`src/rtl/onchip_sample_streamer.sv`:
```
// onchip_sample_streamer: Avalon-MM read master that streams a word window of the sample RAM through a FIFO.
module onchip_sample_streamer #(
  parameter int ADDR_W     = 16,
  parameter int DATA_W     = 32,
  parameter int FIFO_DEPTH = 8
) (
  input  logic              clk,
  input  logic              reset,
  input  logic              start,
  input  logic              stop,
  input  logic              loop,
  input  logic [ADDR_W-1:0] base_addr,
  input  logic [ADDR_W-1:0] num_words,
  output logic              busy,
  output logic              done,
  output logic [ADDR_W-1:0] mem_address,
  output logic              mem_chipselect,
  output logic              mem_write,
  output logic [3:0]        mem_byteenable,
  output logic              mem_clken,
  input  logic [DATA_W-1:0] mem_readdata,
  output logic [DATA_W-1:0] smp_data,
  output logic              smp_valid,
  input  logic              smp_ready
);
  localparam int PW = $clog2(FIFO_DEPTH);
  localparam int CW = PW + 1;
  typedef enum logic [1:0] {IDLE, FETCH, DRAIN} state_e;
  state_e            state_q;
  logic [ADDR_W-1:0] base_q, len_q, addr_q, remain_q;
  logic              loop_q, inflight_q, done_q;
  logic [DATA_W-1:0] mem_q [FIFO_DEPTH];
  logic [PW-1:0]     rd_q, wr_q;
  logic [CW-1:0]     count_q, count_d;
  logic [CW:0]       credit;
  logic              pop, push, issue, last;
  assign pop     = smp_valid & smp_ready;
  assign push    = inflight_q & ~stop;
  assign count_d = count_q + CW'(push) - CW'(pop);
  // Queued words plus the outstanding read must leave room for the new read.
  assign credit  = (CW+1)'(count_q) + (CW+1)'(inflight_q) - (CW+1)'(pop);
  assign issue   = (state_q == FETCH) && !stop && (credit < (CW+1)'(FIFO_DEPTH));
  assign last    = remain_q == ADDR_W'(1);
  assign busy           = state_q != IDLE;
  assign done           = done_q;
  assign mem_address    = addr_q;
  assign mem_chipselect = issue;
  assign mem_write      = 1'b0;
  assign mem_byteenable = 4'hF;
  assign mem_clken      = 1'b1;
  assign smp_data       = mem_q[rd_q];
  assign smp_valid      = count_q != '0;
  always_ff @(posedge clk or posedge reset) begin
    if (reset) begin
      state_q    <= IDLE;
      base_q     <= '0;
      len_q      <= '0;
      addr_q     <= '0;
      remain_q   <= '0;
      loop_q     <= 1'b0;
      inflight_q <= 1'b0;
      done_q     <= 1'b0;
      rd_q       <= '0;
      wr_q       <= '0;
      count_q    <= '0;
      for (int i = 0; i < FIFO_DEPTH; i++) mem_q[i] <= '0;
    end else begin
      done_q     <= 1'b0;
      inflight_q <= issue;
      count_q    <= count_d;
      if (issue) begin
        addr_q   <= (last && loop_q) ? base_q : addr_q + ADDR_W'(1);
        remain_q <= (last && loop_q) ? len_q : remain_q - ADDR_W'(1);
      end
      if (push) begin
        mem_q[wr_q] <= mem_readdata;
        wr_q        <= wr_q + PW'(1);
      end
      if (pop) rd_q <= rd_q + PW'(1);
      if (stop) begin
        if (state_q != IDLE) begin
          state_q <= IDLE;
          done_q  <= 1'b1;
          count_q <= '0;
          rd_q    <= '0;
          wr_q    <= '0;
        end
      end else begin
        case (state_q)
          IDLE: if (start) begin
            if (num_words != '0) begin
              base_q   <= base_addr;
              len_q    <= num_words;
              loop_q   <= loop;
              addr_q   <= base_addr;
              remain_q <= num_words;
              state_q  <= FETCH;
            end else done_q <= 1'b1;
          end
          FETCH: if (issue && last && !loop_q) state_q <= DRAIN;
          DRAIN: if (!inflight_q && count_q == '0) begin
            state_q <= IDLE;
            done_q  <= 1'b1;
          end
          default: state_q <= IDLE;
        endcase
      end
    end
  end
endmodule
```
`config.mk`:
```
export PLATFORM = sky130hd
export DESIGN_NAME = onchip_sample_streamer
export DESIGN_NICKNAME = d
export VERILOG_FILES = /design/src/rtl/onchip_sample_streamer.sv
export SDC_FILE = /design/constraint.sdc
export NUM_CORES = 1
export LEC_CHECK = 0
export BUFFER_PORTS_ARGS = -buffer_cell sky130_fd_sc_hd__buf_2
export CAP_MARGIN = 20
export CORE_ASPECT_RATIO = 0.75
export CORE_MARGIN = 3
export CORE_UTILIZATION = 53
export DETAILED_ROUTE_END_ITERATION = 8
export PLACE_DENSITY = 0.81
export SYNTH_ARGS = -nofsm -noshare
export SYNTH_HDL_FRONTEND = slang
export SYNTH_SLANG_ARGS = --single-unit
```
`constraint.sdc`:
```
create_clock -name clk -period 14.36 [get_ports clk]
set_input_delay 2.154 -clock clk [delete_from_list [all_inputs] [get_ports clk]]
set_output_delay 2.154 -clock clk [all_outputs]
set_load 0.1 [all_outputs]
```
==> impl_metrics.csv, run 1 <==
group,metric,value,unit
status,outcome,"finished, final reports clean",
clock_network,ctsLongestPathBuffers,3,
floorplanning,dieArea,31760,µm²
floorplanning,start_util,54.96,%
sta,finClkSkew,18.76,ps
hold_path,whs_path_depth,2,
drt,met1_length,15520,µm
synthesis,netlist_instances,1205,
drt,wl_met2,16790,µm
sta,fin_setup_tns,0,ps
setup_path,cp_slowest_stage_delay,510,ps
clock_network,htree_levels,2,
global_route,grt_max_degree,108,
global_route,overflow,0,
global_route,grtUsageTotal,22.88,%
sta,final_max_slew_viol_count,0,
layout,drive_above_1_share,42.74,%
sta,finalCritPeriodShare,48.31,%
clock_network,cts_resized,0,
clock_network,numCtsBuffers,34,
global_route,antenna_found_initial,3,
sta,worst_slew_pin_slew,1061,ps
setup_path,cp_data_required_time,12210,ps
clock_network,insertion_delay,510,ps
clock_network,clk_pin_slew_worst_paths,60,ps
floorplanning,die_y,155.1,µm
floorplanning,core,28580,µm²
setup_path,cp_max_fo,39,
power,cellPowerDensity,173.9,nW/µm²
setup_path,worst_ep_arrival_time,4780,ps
synthesis,synth-edff-count,0,
drt,firstDrtPassIters,5,
clock_network,post_cts_hold_buffer_count,0,
synthesis,synthTopCellsByCount,"dfrtp_1, mux2_2, nand2_1, mux4_2, o21ai_0",
placement,dp_hpwl,21460,µm
setup_path,r2r_cells,13,
power,p_leak,8.799,nW
drt,viasPerCell,5.981,
global_route,grt_pass1_wl,58390,µm
drt,wirelength,35350,µm
global_route,grt_pass1_vias,10780,
clock_network,root_buffer,"clkbuf_16",
sta,fin_hold_ws,470.5,ps
drt,detail-route-antenna-nets,0,
sta,slew_headroom,29.23,%
drt,initialDrtViolationCount,610,
drt,dr.max_layer_used,"met5",
floorplanning,ioPinCount,128,
sta,post-route-min-period,6937,ps
drt,met3_wirelength,2411,µm
clock_network,post_cts_buffers,0,
clock_network,cts_sinks,335,
clock_network,cts_tree,"done",
setup_path,crit_chain,"buf_2, nor2b_1, nand2_1, ha_1, a2111oi_0, o2111a_1, nor2_1, buf_4, inv_1, buf_4, buf_2",
synthesis,yosysMostFrequentCell,"dfrtp_1",
power,vdd_drop_max,117.3,µV
layout,fillers,2135,
synthesis,yosysTopAreaCell,"dfrtp_1",
setup_path,critical_path.slowest_cell,"buf_2",
layout,nNetsFinal,1393,
synthesis,yosysSeqAreaShare,53.37,%
sta,rsz0062_at_grt,"no",
sta,setup_viol,0,
sta,max_freq,144.2,MHz
setup_path,worst-path-stages,11,
drt,dr_total_vias,10300,
setup_path,critPathKind,"input pin to output port",
floorplanning,rows,53,
run,drv_cap,0,
synthesis,synth_cell_types,56,
sta,hold_violations,0,
placement,port_buffers,121,
synthesis,synthesis.area,15710,µm²
synthesis,synth_seq_cells,335,
placement,gp_congestion,0.8493,
setup_path,startpoint_type,"input pin",
synthesis,yosysWarnings,0,
synthesis,syn_avg_cell_area,13.04,µm²
synthesis,synthFlopType,"dfrtp_1",
floorplanning,die_x,204.8,µm
setup_path,path_buf_inv,5,
drt,drc,0,
setup_path,end_kind,"output port",
synthesis,async_reset_ff_share,100.0,%
layout,area_delta_synth_final,14.11,%
setup_path,path_delay_family,"buffers and inverters",
synthesis,synth_area_leaders,"dfrtp_1, mux2_2, mux4_2, nand2_1, o21ai_0",
synthesis,synth_top_area_share,53.37,%
drt,wire_per_inst,20.53,µm
hold_path,hp-class,"flip-flop to flip-flop",
==> flip-flops by register name, indices dropped and copies added, names as in the netlist <==
| signal | flops |
|---|---|
| mem_q | 256 |
| base_q | 16 |
| len_q | 16 |
| mem_address | 16 |
| remain_q | 16 |
| count_q | 4 |
| rd_q | 3 |
| wr_q | 3 |
| state_q | 2 |
| done | 1 |
| inflight_q | 1 |
| loop_q | 1 |
==> tightest hold or removal path: stages (launching register included) <==
cell and delay, ps:
dfrtp_1 340, nand2_1 50, nand2_1 50
==> through the flow <==
| step | instance area [µm²] | cells | utilization, % | setup WS, ps | power [mW] |
|---|---|---|---|---|---|
| floorplan | 15720 | 1209 | - | 2924 | 1.993 |
| global placement | 16670 | 1658 | 58.33 | 7456 | 2.163 |
| detailed placement | 16670 | 1658 | 58.33 | 7441 | 2.189 |
| CTS | 17870 | 1719 | 62.54 | 7438 | 3.140 |
| global route | 17920 | 1721 | 62.71 | 7179 | 3.261 |
| finish | 17920 | 1722 | 62.72 | 7423 | 3.117 |
==> layout make-up <==
cell class              count  area (µm²)  share of cell area [%]
diodes                      1       2.502                 0.01396
clock inverters            14       211.5                   1.180
flip-flops and latches    335        8392                   46.82
repair buffers            144       810.8                   4.523
multi-input cells         781        6972                   38.89
inverters                  15       63.81                  0.3560
clock buffers              47       991.0                   5.528
well taps                 385       481.7                   2.687
==> cell families after synthesis <==
logic type | count (synthesis) | synth area share [%]
AND/OR/NAND/NOR | 265 | 7.630
other | 2 | 0.04781
XOR/XNOR | 5 | 0.2788
buffers and inverters | 93 | 2.573
adder cells (fa/ha/maj) | 12 | 1.004
AO/OA/AOI/OAI | 139 | 5.146
flip-flops | 335 | 53.37
multiplexers | 354 | 29.96
==> path summary, 6_finish.rpt <==
kind / to / slack, ps / from
setup reg to reg: remain_q[15]$_DFF_PP0_ / 11270 / count_q[3]$_DFF_PP0_
setup / recovery: mem_chipselect / 7420 / smp_ready
hold reg to reg: base_q[8]$_DFFE_PP0P_ / 470 / base_q[8]$_DFFE_PP0P_
hold / removal: base_q[8]$_DFFE_PP0P_ / 470 / base_q[8]$_DFFE_PP0P_
min in group asynchronous: mem_q[215]$_DFFE_PP0P_ / 1800 / reset
max in group asynchronous: rd_q[1]$_DFF_PP0_ / 11100 / reset
==> placed cells by master (no fill, tap or decap), drive strengths merged, types with 6 or more instances in the layout <==
master,n
nor2b,7
mux2,289
conb,6
a21oi,37
nor2,49
mux4,64
nand3,11
clkbuf,47
nand2b,6
dfrtp,335
nor4,10
nor3,8
nand4,9
a31oi,10
ha,11
o31ai,8
buf,144
nand2,137
o21ai,59
inv,16
clkinv,6
==> where the power goes <==
group / internal, mW / switching (mW)
sequential: 1.07 / 0.133
clock: 0.575 / 0.367
combinational: 0.319 / 0.657
==> per-layer routing <==
metal,vias to the layer above,global-route usage [%]
li1,4575,-
met5,-,0
met2,356,36.43
met3,52,4.413
met1,5311,33.20
met4,6,5.010
Power figures use the tool's default switching activity.
==> inputs of run 2 (changes only) <==
PLACE_DENSITY = 0.84   (was 0.81)
clock period = 5.85 ns   (was 14.36 ns; I/O delays follow)
==> run 2 against run 1 <==
Compared with the run above: critical path type is now flip-flop to output port; cell area down 0.43%; register-to-register slack got worse by 8400 ps; worst hold slack better by 1.7 ps; flip-flop and latch count did not move; via count is essentially flat; highest routed layer is now met4; total power grew 140%.
==> impl_metrics.csv, run 2 (synthesis gave the netlist of run 1 again) <==
group,metric,value,unit
status,outcome,"finished, final reports clean",
sta,setup_viol,0,
power,cellPowerDensity,425.4,nW/µm²
placement,dp_hpwl,21660,µm
drt,drc,0,
sta,post-route-min-period,4083,ps
placement,port_buffers,121,
drt,firstDrtPassIters,5,
drt,initialDrtViolationCount,780,
drt,wirelength,35550,µm
sta,finalCritPeriodShare,69.79,%
layout,register_area,8392,µm²
layout,multi_input_area,6972,µm²
clock_network,root_buffer,"clkbuf_16",
sta,final_max_slew_viol_count,0,
floorplanning,die_y,155.1,µm
setup_path,cp_data_required_time,4970,ps
clock_network,cts_tree,"done",
clock_network,post_cts_hold_buffer_count,0,
layout,largest_reg_flops,256,
layout,top_register,"mem_q",
sta,slew_headroom,30.82,%
floorplanning,dieArea,31760,µm²
floorplanning,die_x,204.8,µm
setup_path,crit_chain,"buf_4, mux4_2, mux2_2, buf_2",
layout,area_delta_synth_final,13.61,%
layout,drive_above_1_share,42.66,%
setup_path,r2r-end,"remain_q[15]$_DFF_PP0_",
global_route,grt_pass1_wl,58300,µm
global_route,antenna_found_initial,1,
clock_network,cts_resized,0,
setup_path,end_kind,"output port",
clock_network,htree_levels,2,
setup_path,worst_ep_arrival_time,3210,ps
global_route,grtUsageTotal,22.93,%
sta,fin_setup_tns,0,ps
setup_path,critPathKind,"flip-flop to output port",
setup_path,path_delay_family,"flip-flops",
hold_path,hp-class,"flip-flop to flip-flop",
sta,finClkSkew,24.22,ps
global_route,overflow,0,
placement,placed_cell_area,16680,µm²
hold_path,worstHoldStart,"base_q[8]$_DFFE_PP0P_",
setup_path,cp_max_fo,53,
setup_path,critical_path.slowest_cell,"dfrtp_4",
layout,final_area,17850,µm²
drt,dr_total_vias,10290,
sta,worst_slew_pin_slew,1038,ps
clock_network,numCtsBuffers,35,
global_route,grt_max_degree,73,
setup_path,path_buf_inv,2,
run,drv_cap,0,
drt,viasPerCell,5.977,
setup_path,r2r_start,"count_q[3]$_DFF_PP0_",
layout,layout_commonest_cell,"dfrtp_1",
layout,fillers,2088,
hold_path,whs_path_depth,2,
sta,rsz0062_at_grt,"no",
sta,max_freq,244.9,MHz
global_route,grt_pass1_vias,10770,
power,vdd_drop_max,358.3,µV
placement,gp_congestion,0.8288,
layout,nNetsFinal,1394,
setup_path,cp_slowest_stage_delay,1070,ps
clock_network,ctsLongestPathBuffers,3,
floorplanning,start_util,54.96,%
drt,detail-route-antenna-nets,0,
layout,final_cell_mix,"dfrtp_1, mux2_2, nand2_1",
clock_network,insertion_delay,520,ps
floorplanning,core,28580,µm²
drt,wire_per_inst,20.64,µm
power,p_leak,8.769,nW
clock_network,clk_pin_slew_worst_paths,60,ps
sta,hold_violations,0,
clock_network,post_cts_buffers,0,
hold_path,min_to,"base_q[8]$_DFFE_PP0P_",
setup_path,r2r_cells,12,
floorplanning,ioPinCount,128,
setup_path,reg2reg_setup_slack,2920,ps
setup_path,startpoint_type,"flip-flop",
clock_network,cts_sinks,335,
floorplanning,rows,53,
## run 2: cell types whose count changed in the layout (fill, tap and decap cells not counted), sizes merged
cell      delta
inv          +1
clkinvlp     -1
bufinv       -2
clkbuf       +2
## run 2: stage by stage
step	hold slack (ps)	std cells	utilization, %	worst slack [ps]	power, mW
finish	472.2	1722	62.44	1767	7.593
global route	494.7	1722	62.44	1581	7.938
CTS	476.0	1720	62.40	1697	7.648
detailed placement	461.2	1659	58.35	2121	5.365
global placement	455.3	1659	58.35	2095	5.301
floorplan	437.4	1209	-	495.9	4.894
## run 2: area by class of cell
cell class	count	share of cell area (%)
Inverter	15	0.3365
Multi-Input combinational cell	781	39.06
Clock buffer	49	5.651
Clock inverter	12	0.8343
Timing Repair Buffer	144	4.382
Sequential cell	335	47.02
Antenna cell	1	0.01402
Tap cell	385	2.699
## run 2: worst max path at each step
stage / startpoint / slack (ps) / depth (start not counted) / endpoint
3_5_place_dp: smp_ready / 2120 / 9 / mem_chipselect
2_1_floorplan: reset / 500 / 1 / base_q[0]$_DFFE_PP0P_
4_1_cts: rd_q[0]$_DFF_PP0_ / 1700 / 4 / smp_data[17]
5_1_grt: rd_q[0]$_DFF_PP0_ / 1580 / 4 / smp_data[17]
3_3_place_gp: smp_ready / 2090 / 9 / mem_chipselect
6_report: rd_q[0]$_DFF_PP0_ / 1770 / 4 / smp_data[17]
## run 2: worst reg2reg max path: cells and delay by family (launching register included)
kind | cells | cell delay (ps)
flops | 1 | 380
simple gates | 3 | 220
compound gates | 4 | 1260
buf+inv | 3 | 610
fa+ha+maj | 2 | 370
## run 2: layer usage
metal	global-route usage [%]	routed length [µm]
met5	0	0
met4	5.894	732
met3	4.037	2009
met1	32.47	15760
met2	37.26	17040
## run 2: report_power, final
part	total [mW]	switching (mW)	internal, mW
Combinational	2.29	1.51	0.780
Sequential	3.04	0.430	2.61
Clock	2.26	0.923	1.34
Total	7.59	2.86	4.73
==> inputs of run 3 (changes only) <==
PLACE_DENSITY = 0.81   (was 0.84)
clock period = 4.16 ns   (was 5.85 ns; I/O delays follow)
==> run 3 against run 2 <==
Compared with the run above: clock power is 31% higher; clock-buffer cell count is 1 lower; utilization is 0.066 points lower; largest cell class unchanged; wire length hardly changed; largest power group unchanged; combinational power is 51% higher; global-route usage is 0.28 points lower; non-clock buffer count is 2 higher; worst hold slack worse by 450 ps; sequential share of layout area hardly changed; die area stayed put; critical path depth is 6 higher.
==> impl_metrics.csv, run 3 (synthesis gave the netlist of run 1 again) <==
group,metric,value,unit
drt,viasPerCell,5.975,
layout,fin_util,62.38,%
global_route,antenna_found_initial,1,
sta,slew_headroom,22.93,%
drt,firstDrtPassIters,5,
setup_path,r2r_start,"count_q[3]$_DFF_PP0_",
setup_path,cp_data_required_time,3540,ps
global_route,grtUsageTotal,22.65,%
setup_path,reg2reg_setup_slack,1200,ps
layout,layout_commonest_cell,"dfrtp_1",
setup_path,critPathKind,"flip-flop to output port",
floorplanning,dieArea,31760,µm²
drt,detail-route-antenna-nets,0,
global_route,grt_pass1_vias,10740,
clock_network,ctsLongestPathBuffers,3,
floorplanning,die_y,155.1,µm
placement,dp_hpwl,22080,µm
drt,wirelength,35540,µm
sta,finalCritPeriodShare,86.60,%
floorplanning,die_x,204.8,µm
sta,finClkSkew,18.88,ps
status,outcome,"finished, final reports clean",
layout,drive_above_1_share,42.59,%
setup_path,cp_max_fo,3,
placement,gp_congestion,0.8226,
floorplanning,ioPinCount,128,
clock_network,numCtsBuffers,35,
layout,area_delta_synth_final,13.49,%
clock_network,clk_pin_slew_worst_paths,60,ps
power,cellPowerDensity,589.6,nW/µm²
sta,rsz0062_at_grt,"no",
floorplanning,core,28580,µm²
floorplanning,start_util,54.96,%
hold_path,hp-class,"input pin to asynchronous set/reset pin",
sta,worst_slew_pin_slew,1156,ps
drt,dr_total_vias,10290,
clock_network,cts_sinks,335,
global_route,grt_pass1_wl,57440,µm
sta,fin_hold_ws,20.65,ps
clock_network,insertion_delay,530,ps
clock_network,cts_resized,0,
clock_network,htree_levels,2,
drt,initialDrtViolationCount,555,
setup_path,startpoint_type,"flip-flop",
global_route,overflow,0,
setup_path,r2r-end,"remain_q[15]$_DFF_PP0_",
clock_network,post_cts_buffers,0,
sta,hold_violations,0,
clock_network,post_cts_hold_buffer_count,0,
layout,fillers,2162,
setup_path,end_kind,"output port",
layout,largest_reg_flops,256,
sta,setup_viol,0,
floorplanning,rows,53,
global_route,grt_max_degree,186,
setup_path,r2r_cells,12,
setup_path,worst_ep_arrival_time,2980,ps
sta,post-route-min-period,3603,ps
clock_network,root_buffer,"clkbuf_16",
layout,top_register,"mem_q",
layout,nNetsFinal,1396,
drt,drc,0,
power,vdd_drop_max,328.3,µV
drt,wire_per_inst,20.64,µm
clock_network,cts_tree,"done",
run,drv_cap,0,
power,p_leak,8.738,nW
placement,port_buffers,121,
sta,max_freq,277.6,MHz
layout,final_cell_mix,"dfrtp_1, mux2_2, nand2_1",
sta,final_max_slew_viol_count,0,
## run 3: cell types whose count changed in the layout (fill, tap and decap cells not counted), moves of 3 or more
cell,change
buf_12,+4
bufinv_16,-3
clkbuf_8,-3
clkinvlp_4,+3
## run 3: layout make-up
| class | count | area (µm²) | area share (%) |
|---|---|---|---|
| Sequential cell | 335 | 8392 | 47.07 |
| Timing Repair Buffer | 146 | 843.3 | 4.730 |
| Antenna cell | 1 | 2.502 | 0.01404 |
| Clock buffer | 48 | 996.0 | 5.586 |
| Clock inverter | 11 | 81.33 | 0.4562 |
| Multi-Input combinational cell | 781 | 6972 | 39.10 |
| Tap cell | 385 | 481.7 | 2.702 |
| Inverter | 15 | 60.06 | 0.3369 |
## run 3: through the flow
stage / setup TNS (ps) / area [µm²] / power (mW) / cells / setup WS [ps]
2_1_floorplan: -315100 / 15730 / 6.882 / 1209 / -940.6
6_report: 0 / 17830 / 10.51 / 1722 / 557.5
4_1_cts: 0 / 17830 / 10.60 / 1721 / 537.2
5_1_grt: 0 / 17830 / 11.00 / 1722 / 346.8
3_5_place_dp: 0 / 16750 / 7.609 / 1662 / 895.0
3_3_place_gp: 0 / 16750 / 7.517 / 1662 / 890.5
## run 3: worst max path at each step
stage	cells after the start	slack, ps	endpoint	start
final	10	560	mem_chipselect	count_q[3]$_DFF_PP0_
after global routing	10	350	mem_chipselect	count_q[3]$_DFF_PP0_
after CTS	10	540	mem_chipselect	count_q[3]$_DFF_PP0_
after detailed placement	9	890	mem_chipselect	smp_ready
after global placement	9	890	mem_chipselect	smp_ready
after floorplan	1	-940	base_q[0]$_DFFE_PP0P_	reset
## run 3: report_power, final
| group | internal, mW | total [mW] | switching, mW |
|---|---|---|---|
| Clock | 1.68 | 2.96 | 1.28 |
| Sequential | 3.68 | 4.10 | 0.418 |
| Combinational | 1.13 | 3.45 | 2.32 |
## run 3: per-layer routing
layer  vias to the layer above  global-route usage [%]  part of all wire (%)
met5                         -                       0                     0
li1                       4572                       -                     -
met3                        46                   4.037                   6.0
met4                         0                   5.043                   1.6
met2                       345                   37.53                    49
met1                      5326                   31.70                    43
## run 3: worst max-delay path: stages, from the launching register on
cell and delay (ps):
dfrtp_1 380, inv_1 80, ha_1 180, nand2b_1 100, nand2_1 60, ha_1 190
a2111oi_0 500, o2111a_1 310, nor2_1 60, inv_1 140, buf_2 450
